File: src/rtl/pipa_moding_gen_pkg.sv
// Shared types and helpers for the PIPA moding stimulus generator.
package pipa_sim_pkg;

  localparam int PIPA_CYCLE_LEN_DEF = 6;
  localparam int PIPA_ACC_W_DEF     = 8;

  typedef enum logic [1:0] {MOD_BAL, MOD_PLUS, MOD_MINUS} moding_t;

  // Signed add clamped to the range of a w-bit two's complement value.
  function automatic int sat_add(input int a, input int b, input int w);
    longint s;
    longint hi;
    longint lo;
    s  = longint'(a) + longint'(b);
    hi = (longint'(1) <<< (w - 1)) - 1;
    lo = -(longint'(1) <<< (w - 1));
    if (s > hi) return int'(hi);
    if (s < lo) return int'(lo);
    return int'(s);
  endfunction

endpackage

File: src/rtl/pipa_moding_gen_axis.sv
// One PIPA channel: pending net-count, cycle moding latch and PIPDAT output gating.
// force_on is only driven high in builds with PIPA_FAIL_INJECT_EN.
module pipa_axis
  import pipa_sim_pkg::*;
#(
  parameter int CYCLE_LEN = PIPA_CYCLE_LEN_DEF,
  parameter int ACC_W     = PIPA_ACC_W_DEF,
  parameter int PH_W      = $clog2(CYCLE_LEN)
) (
  input  logic                    SIM_CLK,
  input  logic                    SIM_RST,
  input  logic [PH_W-1:0]         phase,
  input  logic                    wrap,
  input  logic                    load_hit,
  input  logic signed [ACC_W-1:0] load_value,
  input  logic                    PIPDAT,
  input  logic                    force_on,
  output logic                    pipa_p,
  output logic                    pipa_m,
  output logic                    pending_nz
);

  localparam int H = CYCLE_LEN / 2;

  moding_t                 mode;
  logic signed [ACC_W-1:0] pending;
  logic signed [ACC_W-1:0] pending_nxt;
  logic [PH_W-1:0]         plus_len;
  logic                    plus_slot;
  int                      sgn;

  // A latch consumes one count toward zero; a coincident load is folded in before clamping.
  always_comb begin
    sgn = 0;
    if (wrap && (pending > 0))      sgn = 1;
    else if (wrap && (pending < 0)) sgn = -1;
    pending_nxt = ACC_W'(sat_add(int'(pending) - sgn,
                                 load_hit ? int'(load_value) : 0, ACC_W));
  end

  always_ff @(posedge SIM_CLK) begin
    if (SIM_RST) begin
      pending <= '0;
      mode    <= MOD_BAL;
    end else begin
      pending <= pending_nxt;
      if (wrap) begin
        if (pending > 0)      mode <= MOD_PLUS;
        else if (pending < 0) mode <= MOD_MINUS;
        else                  mode <= MOD_BAL;
      end
    end
  end

  always_comb begin
    unique case (mode)
      MOD_PLUS:  plus_len = PH_W'(H + 1);
      MOD_MINUS: plus_len = PH_W'(H - 1);
      default:   plus_len = PH_W'(H);
    endcase
  end

  assign plus_slot  = (phase < plus_len);
  assign pipa_p     = PIPDAT & (plus_slot | force_on);
  assign pipa_m     = PIPDAT & (~plus_slot | force_on);
  assign pending_nz = |pending;

endmodule

File: src/rtl/pipa_moding_gen.sv
// PIPA pulse-pair stimulus generator: PIPASW edge detect, phase counter and load decode.
// PIPA_FAIL_INJECT_EN adds fail_force for driving illegal simultaneous +/- pulses.
module pipa_moding_gen
  import pipa_sim_pkg::*;
#(
  parameter int N_AXES    = 3,
  parameter int CYCLE_LEN = PIPA_CYCLE_LEN_DEF,
  parameter int ACC_W     = PIPA_ACC_W_DEF,
  localparam int AX_W     = (N_AXES > 1) ? $clog2(N_AXES) : 1,
  localparam int PH_W     = $clog2(CYCLE_LEN)
) (
  input  logic                    SIM_CLK,
  input  logic                    SIM_RST,
  input  logic                    PIPASW,
  input  logic                    PIPDAT,
  input  logic                    load_valid,
  output logic                    load_ready,
  input  logic [AX_W-1:0]         load_axis,
  input  logic signed [ACC_W-1:0] load_value,
  output logic [N_AXES-1:0]       pipa_p,
  output logic [N_AXES-1:0]       pipa_m,
  output logic [PH_W-1:0]         phase,
`ifdef PIPA_FAIL_INJECT_EN
  input  logic [N_AXES-1:0]       fail_force,
`endif
  output logic [N_AXES-1:0]       pending_nz
);

  logic              sw_q;
  logic              sw_rise;
  logic              wrap;
  logic              load_fire;
  logic [N_AXES-1:0] force_vec;

`ifdef PIPA_FAIL_INJECT_EN
  assign force_vec = fail_force;
`else
  assign force_vec = '0;
`endif

  assign load_ready = ~SIM_RST;
  assign load_fire  = load_valid & load_ready;
  assign sw_rise    = PIPASW & ~sw_q;
  assign wrap       = sw_rise && (phase == PH_W'(CYCLE_LEN - 1));

  always_ff @(posedge SIM_CLK) begin
    if (SIM_RST) begin
      sw_q  <= 1'b0;
      phase <= '0;
    end else begin
      sw_q <= PIPASW;
      if (sw_rise) phase <= wrap ? '0 : phase + 1'b1;
    end
  end

  for (genvar i = 0; i < N_AXES; i++) begin : g_axis
    pipa_axis #(
      .CYCLE_LEN(CYCLE_LEN),
      .ACC_W    (ACC_W),
      .PH_W     (PH_W)
    ) u_axis (
      .SIM_CLK   (SIM_CLK),
      .SIM_RST   (SIM_RST),
      .phase     (phase),
      .wrap      (wrap),
      .load_hit  (load_fire && (load_axis == AX_W'(i))),
      .load_value(load_value),
      .PIPDAT    (PIPDAT),
      .force_on  (force_vec[i]),
      .pipa_p    (pipa_p[i]),
      .pipa_m    (pipa_m[i]),
      .pending_nz(pending_nz[i])
    );
  end

endmodule

File: config.mk
export PLATFORM = sky130hd
export DESIGN_NAME = pipa_moding_gen
export DESIGN_NICKNAME = d
export VERILOG_FILES = /design/src/rtl/pipa_moding_gen_pkg.sv /design/src/rtl/pipa_moding_gen_axis.sv /design/src/rtl/pipa_moding_gen.sv
export SDC_FILE = /design/constraint.sdc
export NUM_CORES = 1
export LEC_CHECK = 0
export ABC_AREA = 0
export CELL_PAD_IN_SITES_DETAIL_PLACEMENT = 1
export CELL_PAD_IN_SITES_GLOBAL_PLACEMENT = 2
export CORE_MARGIN = 1
export CORE_UTILIZATION = 35
export CTS_BUF_LIST = sky130_fd_sc_hd__clkbuf_16
export CTS_CLUSTER_DIAMETER = 30
export DETAILED_ROUTE_END_ITERATION = 12
export PLACE_DENSITY = 0.82
export SLEW_MARGIN = 20
export SYNTH_ARGS = -nofsm -noshare
export SYNTH_HDL_FRONTEND = slang
export SYNTH_SLANG_ARGS = --single-unit
File: constraint.sdc
create_clock -name SIM_CLK -period 10.74 [get_ports SIM_CLK]
set_clock_uncertainty 0.2 [all_clocks]
set_input_delay 2.685 -clock SIM_CLK [delete_from_list [all_inputs] [get_ports SIM_CLK]]
set_output_delay 2.685 -clock SIM_CLK [all_outputs]
set_load 0.01 [all_outputs]
=== Word-level counts from Yosys, hierarchy flattened ===
Index checks and enable logic that the tools add are counted.

* Output and inout port bits: 13
* Input bits: 15
* Register bits: 34

* Reduce and logical (&&, ||, !) cells: 14
* Multiplexer cells: 40
* $lt $le $gt $ge: 15
* Eq/ne operators: 9
* Bitwise operators: 13
* Add/subtract/negate cells: 7

{| class="wikitable"
|+ Operators with widths
! cell !! count
|-
| $mux 32 || 9
|-
| $add 32x32->33 || 3
|-
| $gt 33x8->1 const B || 3
|-
| $lt 33x8->1 const B || 3
|-
| $sub 8x32->32 || 3
|-
| $mux 8 || 9
|-
| $gt 8x1->1 const B || 3
|-
| $lt 8x1->1 const B || 3
|-
| $reduce_or 8->1 || 3
|-
| $mux 7 || 3
|-
| $pmux 3 s2 || 3
|-
| $mux 2 || 6
|-
| $logic_and 1x1->1 || 10
|-
| $lt 3x3->1 || 3
|-
| $mux 1 || 9
|-
| $and 1x1->1 || 8
|-
| $eq 2x1->1 const B || 4
|-
| $eq 2x2->1 const B || 4
|-
| $not 1->1 || 5
|-
| $add 3x1->3 const B || 1
|-
| $eq 3x3->1 const B || 1
|-
| $mux 3 || 1
|-
| $logic_not 2->1 || 1
|}

=== Depth between registers and ports, before layout ===
Gate-level depths: netlist (run 1).

* Depth after elaboration: 13
* Gate-level depth with buffers: 30

=== Hierarchy ===
A second synthesis (run 1) with hierarchy kept.

* Cell total of the unflattened synthesis: 1428
* Area total of the unflattened synthesis: 10094.7 µm²

{| class="wikitable"
|+ Modules (own cells, without submodules)
! module !! seq. area each (µm²) !! cells each !! instances !! area an instance (µm²)
|-
| pipa_axis (g_axis[0].u_axis ...) || 200.2 || 474 || 2 || 3298.2
|-
| pipa_axis (g_axis[1].u_axis) || 200.2 || 455 || 1 || 3270.6
|-
| pipa_moding_gen || 80.1 || 25 || 1 || 227.7
|}

=== Worst setup path before layout (run 1) ===
Ideal clock, no wire load.

* Path kind: input to register
* From: input PIPASW
* To: register g_axis[2].u_axis.pending[0]
* Data required time: 10392 ps
* Slack: 1823 ps
* Data arrival time: 8569 ps
* Cell stages on the path: 26
* Cell sequence: nor2b_1 clkbuf_1 and3_1 nand2_1 ha_1 nor2b_1 o21ai_0 nand2b_1 a21o_1 a21o_1 a311oi_1 inv_1 a21oi_1 fa_1 inv_1 ha_1 a21oi_1 nand2_1 or2_2 o21a_1 o311ai_0 o21ai_0 nor4b_1 nand4_1 o31ai_1 o21ai_0

* Word-level cells in the longest chain between the ends: 12

{| class="wikitable"
|+ RTL lines
! what !! line !! source
|-
| start, declared || pipa_moding_gen.sv:14 || <nowiki>input logic PIPASW,</nowiki>
|-
| $and 1x1->1 * || pipa_moding_gen.sv:43 || <nowiki>assign sw_rise = PIPASW & ~sw_q;</nowiki>
|-
| $logic_and 1x1->1 * || pipa_moding_gen.sv:44 || <nowiki>assign wrap = sw_rise && (phase == PH_W'(CYCLE_LEN - 1));</nowiki>
|-
| $logic_and 1x1->1 || pipa_moding_gen_axis.sv:36 || <nowiki>else if (wrap && (pending < 0)) sgn = -1;</nowiki>
|-
| $mux 32 || pipa_moding_gen_axis.sv:36 ||
|-
| $mux 32 * || pipa_moding_gen_axis.sv:35 || <nowiki>if (wrap && (pending > 0)) sgn = 1;</nowiki>
|-
| $sub 8x32->32 * || pipa_moding_gen_axis.sv:37 || <nowiki>pending_nxt = ACC_W'(sat_add(int'(pending) - sgn,</nowiki>
|-
| $add 32x32->33 * || pipa_moding_gen_pkg.sv:14 || <nowiki>s = longint'(a) + longint'(b);</nowiki>
|-
| $gt 33x8->1 / $lt 33x8->1 (equally long branches) || pipa_moding_gen_pkg.sv:17, pipa_moding_gen_pkg.sv:18 ||
|-
| $mux 7 / $mux 1 (equally long branches) || pipa_moding_gen_pkg.sv:17, pipa_moding_gen_pkg.sv:18 ||
|-
| $mux 8 / $mux 1 (equally long branches) || pipa_moding_gen_pkg.sv:18 || <nowiki>if (s < lo) return int'(lo);</nowiki>
|-
| $mux 8 || pipa_moding_gen_pkg.sv:19 || <nowiki>return int'(s);</nowiki>
|-
| $mux 8 * || pipa_moding_gen_pkg.sv:18 ||
|-
| end signal, assigned || pipa_moding_gen_axis.sv:46 || <nowiki>pending <= pending_nxt;</nowiki>
|-
| end, declared || pipa_moding_gen_axis.sv:26 || <nowiki>logic signed [ACC_W-1:0] pending;</nowiki>
|}

Mark *: on every way between the ends. The rest lies on a longest branch, timed or not. The select of a mux whose other input is x is not followed.
A chain may end at the register's enable or synchronous reset.

=== Final worst setup path (run 1) ===
* From: input PIPASW
* To: register g_axis[0].u_axis.pending[2]

* Word-level cells in the longest chain between the ends: 12

{| class="wikitable"
|+ RTL lines
! what !! line
|-
| $and 1x1->1 * || pipa_moding_gen.sv:43
|-
| $logic_and 1x1->1 * || pipa_moding_gen.sv:44
|-
| $logic_and 1x1->1 || pipa_moding_gen_axis.sv:36
|-
| $mux 32 || pipa_moding_gen_axis.sv:36
|-
| $mux 32 * || pipa_moding_gen_axis.sv:35
|-
| $sub 8x32->32 * || pipa_moding_gen_axis.sv:37
|-
| $add 32x32->33 * || pipa_moding_gen_pkg.sv:14
|-
| $gt 33x8->1 / $lt 33x8->1 (equally long branches) || pipa_moding_gen_pkg.sv:17, pipa_moding_gen_pkg.sv:18
|-
| $mux 7 / $mux 1 (equally long branches) || pipa_moding_gen_pkg.sv:17, pipa_moding_gen_pkg.sv:18
|-
| $mux 8 / $mux 1 (equally long branches) || pipa_moding_gen_pkg.sv:18
|-
| $mux 8 || pipa_moding_gen_pkg.sv:19
|-
| $mux 8 * || pipa_moding_gen_pkg.sv:18
|-
| end signal, assigned || pipa_moding_gen_axis.sv:46
|-
| end, declared || pipa_moding_gen_axis.sv:26
|}

Marked as above.

==> metrics, run 1 <==
most frequent cell after synthesis ha_1; Die Wd 162 µm; share of layout cells above drive strength 1 2.53%; cts repair resizes 0; reg-to-reg endpoint g_axis[0].u_axis.pending[2]; Worst Hold Class flop to flop; worst r2r path cells 27; RSZ-0062 raised after global routing no; Crit path required time 10.69 ns; setup TNS 0 ns; H-tree depth 2; Vert. Die Dim roughly 160 µm; CP Capture Type flop; WHS Endpoint g_axis[0].u_axis.mode[1]; reg2reg setup slack about 3.3 ns; Async S/R FF share, synth 0%; Detailed Route Iter0 Violations approximately 640; DR DRC count 0; root buf cell clkbuf_16; Yosys top cell by area ha_1; first-pass GRT wire length 49.8 mm; hold path cells 2; PD cells 326 nW/µm²; post-synthesis sequential area ratio between 7 and 8%; Clock Path Buffers 2; crit path time final 10.02 ns; WL/cell about 19 µm; f_max 0.0998 GHz; Syn Inst Count 1270; Final setup viols 0; GRT overflow 0; Post-DRT Antenna Nets 0; syn_nets 1445; vias in the first global route about 9300; CTS tree built; leak pwr 4.40 nW; Final Cell Area 9730 µm²; Synth area leaders ha_1 20%, dfxtp_1 7.6%, a21oi_1 7.0%, nand2_1 5.6%, o21ai_0 5.0%; Synth Register Bits 34; slew of the pin with the lowest slew margin 1.11 ns; drt first pass iters 4; Placed Instances ~1600; Vias/cell 5.91; syn avg cell area 7.09 µm²; total track usage 23.2%; max cap viols 0; ANT cells 0; clock sink count 34; min-delay src g_axis[0].u_axis.mode[1]; io pins 28; DP HPWL ~25 mm; top post-synthesis cells by count 144 x ha_1, 135 x nand2_1, 126 x a21oi_1, 90 x o21ai_0, 87 x inv_1; largest net degree at the start of global routing 27; crit path DAT approximately 10 ns; Final #Nets 1437; Core Area 25200 µm²; final WL about 30 mm; placed inst area 9530 µm²; worst r2r src phase[1]; Slew HR a little over a quarter; via count 9411; Peak VDD IR 0.113 mV; number of buffers created by CTS 5; Post-CTS Setup Inserts 0; final period utilization 93.3%; Slew Viols, Final 0; DIE AREA 26400 µm²; Yosys top cell area share 20.0%; Synth Flop Type dfxtp_1; synth warn 0; synthesized area 9010 µm²; post-synthesis cell type count 71; WS Path Type input pin to flop; Clock transition at path regs 0.06 ns; Worst setup SP type input pin; hold_ws 0.272 ns; # fillers 3187; GPL Wtd Cong 0.898; outcome finished, final reports clean; Post-synth EDFFs 0; I/O Buffers 27; CTS Hold Bufs 0; antenna violations before repair 0; Non-Filler Instances 1593; starting density of the core 35.8%; Placement Rows 58; Final Hold Fails 0; Clk Latency, worst-skew pair 0.29 ns; worst-path maximum fanout 10; synth-to-layout area growth 8.07%
## layout by cell type, fill, tap and decap left out, types with 26 or more instances in the layout
| cell type | n |
|---|---|
| nor3_1 | 26 |
| o21ai_0 | 90 |
| xnor2_1 | 44 |
| a21oi_1 | 126 |
| inv_1 | 87 |
| dfxtp_1 | 34 |
| a21o_1 | 51 |
| clkdlybuf4s50_1 | 27 |
| nand2_1 | 135 |
| xor2_1 | 34 |
| nand4_1 | 29 |
| ha_1 | 144 |
| nand3_1 | 34 |
| and2_1 | 34 |
| nor2_1 | 69 |
## layout make-up
class,count,area (µm²),area share [%]
multi-input combinational,1099,7790,80.0
inverter,87,327,3.36
clock buffer,5,125,1.29
clock inverter,3,68.8,0.707
timing repair buffer,35,330,3.39
sequential,34,681,6.99
tap,330,413,4.24
## power breakdown
| group | leakage (nW) | switching, mW | internal (mW) |
|---|---|---|---|
| sequential | 0.283 | 0.0520 | 0.174 |
| clock | 0.0940 | 0.0603 | 0.133 |
| combinational | 4.03 | 1.76 | 0.997 |
| total | 4.40 | 1.87 | 1.30 |
## per-stage QoR
stage                     utilization (%)  total power, mW  worst slack, ns
final                                38.7             3.18            0.721
after global routing                 38.7             3.48            0.238
after CTS                            38.6             3.15            0.821
after detailed placement             37.8             2.93            0.537
after global placement               37.8             2.89            0.696
after floorplan                         -             2.22             1.82
## critical path, cell delays in order
cell and delay (ns):
clkdlybuf4s50_1 0.47, nor2b_1 0.38, and3_1 0.35, nand2_1 0.29, ha_1 0.36, nor2b_1 0.12, o21ai_0 0.14, nand2b_1 0.11
a21o_1 0.19, a21o_1 0.19, a21o_1 0.18, nand2_1 0.06, nand2b_1 0.14, inv_1 0.16, ha_1 0.16, inv_1 0.04
ha_1 0.26, ha_1 0.53, nand2_1 0.23, nor4_1 0.70, a22oi_1 0.20, nand3b_1 0.19, xor2_1 0.12, or4_1 0.57
or4_4 0.57, o311ai_4 0.43, o41ai_1 0.14
## routing by layer
| metal | GRT usage [%] | part of all wire (%) |
|---|---|---|
| met1 | 36.3 | 54 |
| met2 | 33.8 | 41 |
| met3 | 2.65 | 3.7 |
| met5 | 0 | 0 |
| met4 | 3.77 | 1.3 |
## state kept, by name, indices dropped and copies added, names as in the netlist
signal                 count
sw_q                       1
g_axis.u_axis.pending     24
g_axis.u_axis.mode         6
phase                      3
## how the worst max path moves through the flow
stage	from	end	slack, ns	cells after the start
finish	PIPASW	g_axis[0].u_axis.pending[2]	0.72	27
global route	PIPASW	g_axis[0].u_axis.pending[1]	0.24	27
global placement	PIPASW	g_axis[0].u_axis.pending[6]	0.70	27
CTS	PIPASW	g_axis[0].u_axis.pending[2]	0.82	27
detailed placement	PIPASW	g_axis[0].u_axis.pending[3]	0.54	27
floorplan	PIPASW	g_axis[2].u_axis.pending[0]	1.82	26
## kinds of logic (layout without fill, tap and decap cells)
| logic type | after synthesis | after routing | synth area share, % |
|---|---|---|---|
| and+or+nand+nor | 435 | 435 | 24.6 |
| AOI/OAI and AO/OA | 421 | 421 | 30.0 |
| adders and majority gates | 160 | 160 | 23.6 |
| buffers and inverters | 137 | 130 | 6.10 |
| xor gates and xnor gates | 78 | 78 | 7.59 |
| DFF | 34 | 34 | 7.56 |
| muxes | 5 | 5 | 0.570 |
(Power assumes the default switching activity.)
==> run 2: changes to the inputs <==
--- a/config.mk
+++ b/config.mk
@@ -6,14 +6,14 @@
 export NUM_CORES = 1
 export LEC_CHECK = 0
 export ABC_AREA = 0
-export CELL_PAD_IN_SITES_DETAIL_PLACEMENT = 1
-export CELL_PAD_IN_SITES_GLOBAL_PLACEMENT = 2
+export CELL_PAD_IN_SITES_DETAIL_PLACEMENT = 0
+export CELL_PAD_IN_SITES_GLOBAL_PLACEMENT = 1
 export CORE_MARGIN = 1
 export CORE_UTILIZATION = 35
 export CTS_BUF_LIST = sky130_fd_sc_hd__clkbuf_16
 export CTS_CLUSTER_DIAMETER = 30
 export DETAILED_ROUTE_END_ITERATION = 12
-export PLACE_DENSITY = 0.82
+export PLACE_DENSITY = 0.68
 export SLEW_MARGIN = 20
 export SYNTH_ARGS = -nofsm -noshare
 export SYNTH_HDL_FRONTEND = slang
==> run 2 against run 1 <==
Non-clock buffer count increased by 5. Critical path depth unchanged. Register-to-register slack improved by 0.14 ns. Worst setup slack improved by 0.15 ns. Die area unchanged. Sequential share of layout area about the same. Utilization increased by 0.099 points. First-iteration DRC count increased by 10%. Combinational power decreased by 2%. Cell area increased by 0.26%. Clock power about the same.
==> metrics, run 2 (synthesized netlist as in run 1, its figures left out) <==
total track usage 20.9%; Final setup viols 0; Worst Hold Class flop to flop; most common cell after layout, fill and taps aside ha_1; slew of the pin with the lowest slew margin 1.08 ns; leak pwr 4.43 nW; Largest Register g_axis.u_axis.pending; Worst setup SP type input pin; Post-CTS Setup Inserts 0; DP HPWL 22.8 mm; Die Wd 162 µm; Clock Path Buffers 2; CP Capture Type flop; max reg flops 24; Regs by FF count g_axis.u_axis.pending x24, g_axis.u_axis.mode x6, phase x3; Post-DRT Antenna Nets 0; DR DRC count 0; commonest non-fill, non-tap cells in the layout 144 x ha_1, 135 x nand2_1, 126 x a21oi_1; Crit path required time 10.69 ns; Detailed Route Iter0 Violations 701; setup TNS 0 ns; Final #Nets 1442; crit path time final 9.86 ns; family with the most delay on the worst path simple AND/OR/NAND/NOR gates; PD cells 318 nW/µm²; final worst slack 0.875 ns; ANT cells 0; Clock transition at path regs 0.06 ns; starting density of the core a little over a third; Slew Viols, Final 0; synth-to-layout area growth 8.35%; share of layout cells above drive strength 1 roughly 2.8%; GRT overflow 0; Final Core Density 38.8%; Placed Instances around 1600; drt first pass iters 5; io pins 28; final WL 27.7 mm; Clk Latency, worst-skew pair 0.28 ns; WL/cell approximately 17 µm; Final Power 3.11 mW; largest net degree at the start of global routing 27; number of buffers created by CTS 5; CP peak stage delay 0.64 ns; final period utilization between 90 and 100%; Slew HR about 28%; first-pass GRT wire length roughly 45 mm; Worst path slowest cell nor4_1; worst-path maximum fanout 10; Vias/cell 5.80; DIE AREA around 26000 µm²; # fillers approximately 2700; crit path DAT 9.81 ns; CTS tree built; max cap viols 0; pre-CTS WS approximately 0.61 ns; f_max a little over 0.1 GHz; CTS Hold Bufs 0; CP most frequent cell ha_1; Core Area 25200 µm²; outcome finished, final reports clean; GPL Wtd Cong 0.922; cts repair resizes 0; Vert. Die Dim 162 µm; antenna violations before repair 0; Non-Filler Instances between 1500 and 2000; root buf cell clkbuf_16; vias in the first global route 8502; clock sink count 34; Peak VDD IR between 0.1 and 0.15 mV; Buf/Inv on CP 3; Placement Rows 58; Final Hold Fails 0; RSZ-0062 raised after global routing no; H-tree depth 2; I/O Buffers 27; via count 9264; WS Path Type input pin to flop
[run 2: where the power goes]
part	internal, mW	switching (mW)	total, mW
clock	0.133	0.0601	0.194
combinational	0.998	1.70	2.70
sequential	0.174	0.0381	0.212
total	1.31	1.80	3.11
[run 2: worst paths after layout]
kind	from	end	slack, ns	depth (start not counted)
max	PIPASW	g_axis[0].u_axis.pending[2]	0.88	27
max reg2reg	phase[0]	g_axis[0].u_axis.pending[2]	3.45	26
min reg2reg	g_axis[2].u_axis.mode[1]	g_axis[2].u_axis.mode[1]	0.26	2
min	g_axis[2].u_axis.mode[1]	g_axis[2].u_axis.mode[1]	0.26	2
[run 2: area by class of cell]
| class | count | area, µm² | share of cell area [%] |
|---|---|---|---|
| Clock inverter | 3 | 68.8 | 0.705 |
| Inverter | 87 | 327 | 3.35 |
| Timing Repair Buffer | 40 | 368 | 3.77 |
| Multi-Input combinational cell | 1099 | 7780 | 79.7 |
| Clock buffer | 5 | 125 | 1.28 |
| Sequential cell | 34 | 681 | 6.98 |
| Tap cell | 330 | 413 | 4.23 |
[run 2: layer usage]
metal  up-vias  wire length (µm)  global-route usage (%)
met5         -                 0                       0
met4         0               235                    3.04
met3        14              1360                    2.55
met2       234             11300                    30.8
met1      4338             14900                    32.5
li1       4678                 -                       -
[run 2: worst register-to-register path, cell delays in order, from the launching register on]
cell and delay (ns):
dfxtp_1 0.52, ha_1 0.25, and3_1 0.26, nand2_1 0.26
ha_1 0.37, nor2b_1 0.13, o21ai_0 0.14, nand2b_1 0.11
a21o_1 0.19, a21o_1 0.19, a21o_1 0.18, nand2_1 0.06
nand2b_1 0.15, inv_1 0.15, ha_1 0.16, inv_1 0.04
ha_1 0.28, ha_1 0.51, nand2_1 0.21, nor4_1 0.64
a22oi_1 0.18, nand3b_1 0.18, xor2_1 0.10, or4_1 0.54
or4_4 0.57, o311ai_4 0.43, o41ai_1 0.15
[run 2: per-stage QoR]
stage / area (µm²) / hold WS (ns)
4_1_cts: 9760 / 0.255
3_5_place_dp: 9560 / 0.248
3_3_place_gp: 9560 / 0.247
5_1_grt: 9760 / 0.295
2_1_floorplan: 9010 / 0.236
6_report: 9760 / 0.256
==> run 3: changes to the inputs <==
--- a/config.mk
+++ b/config.mk
@@ -6,6 +6,7 @@
 export NUM_CORES = 1
 export LEC_CHECK = 0
 export ABC_AREA = 0
+export CAP_MARGIN = 20
 export CELL_PAD_IN_SITES_DETAIL_PLACEMENT = 0
 export CELL_PAD_IN_SITES_GLOBAL_PLACEMENT = 1
 export CORE_MARGIN = 1
==> results of run 3 <==
The final DEF is identical to that of run 2; final timing and power are the same.
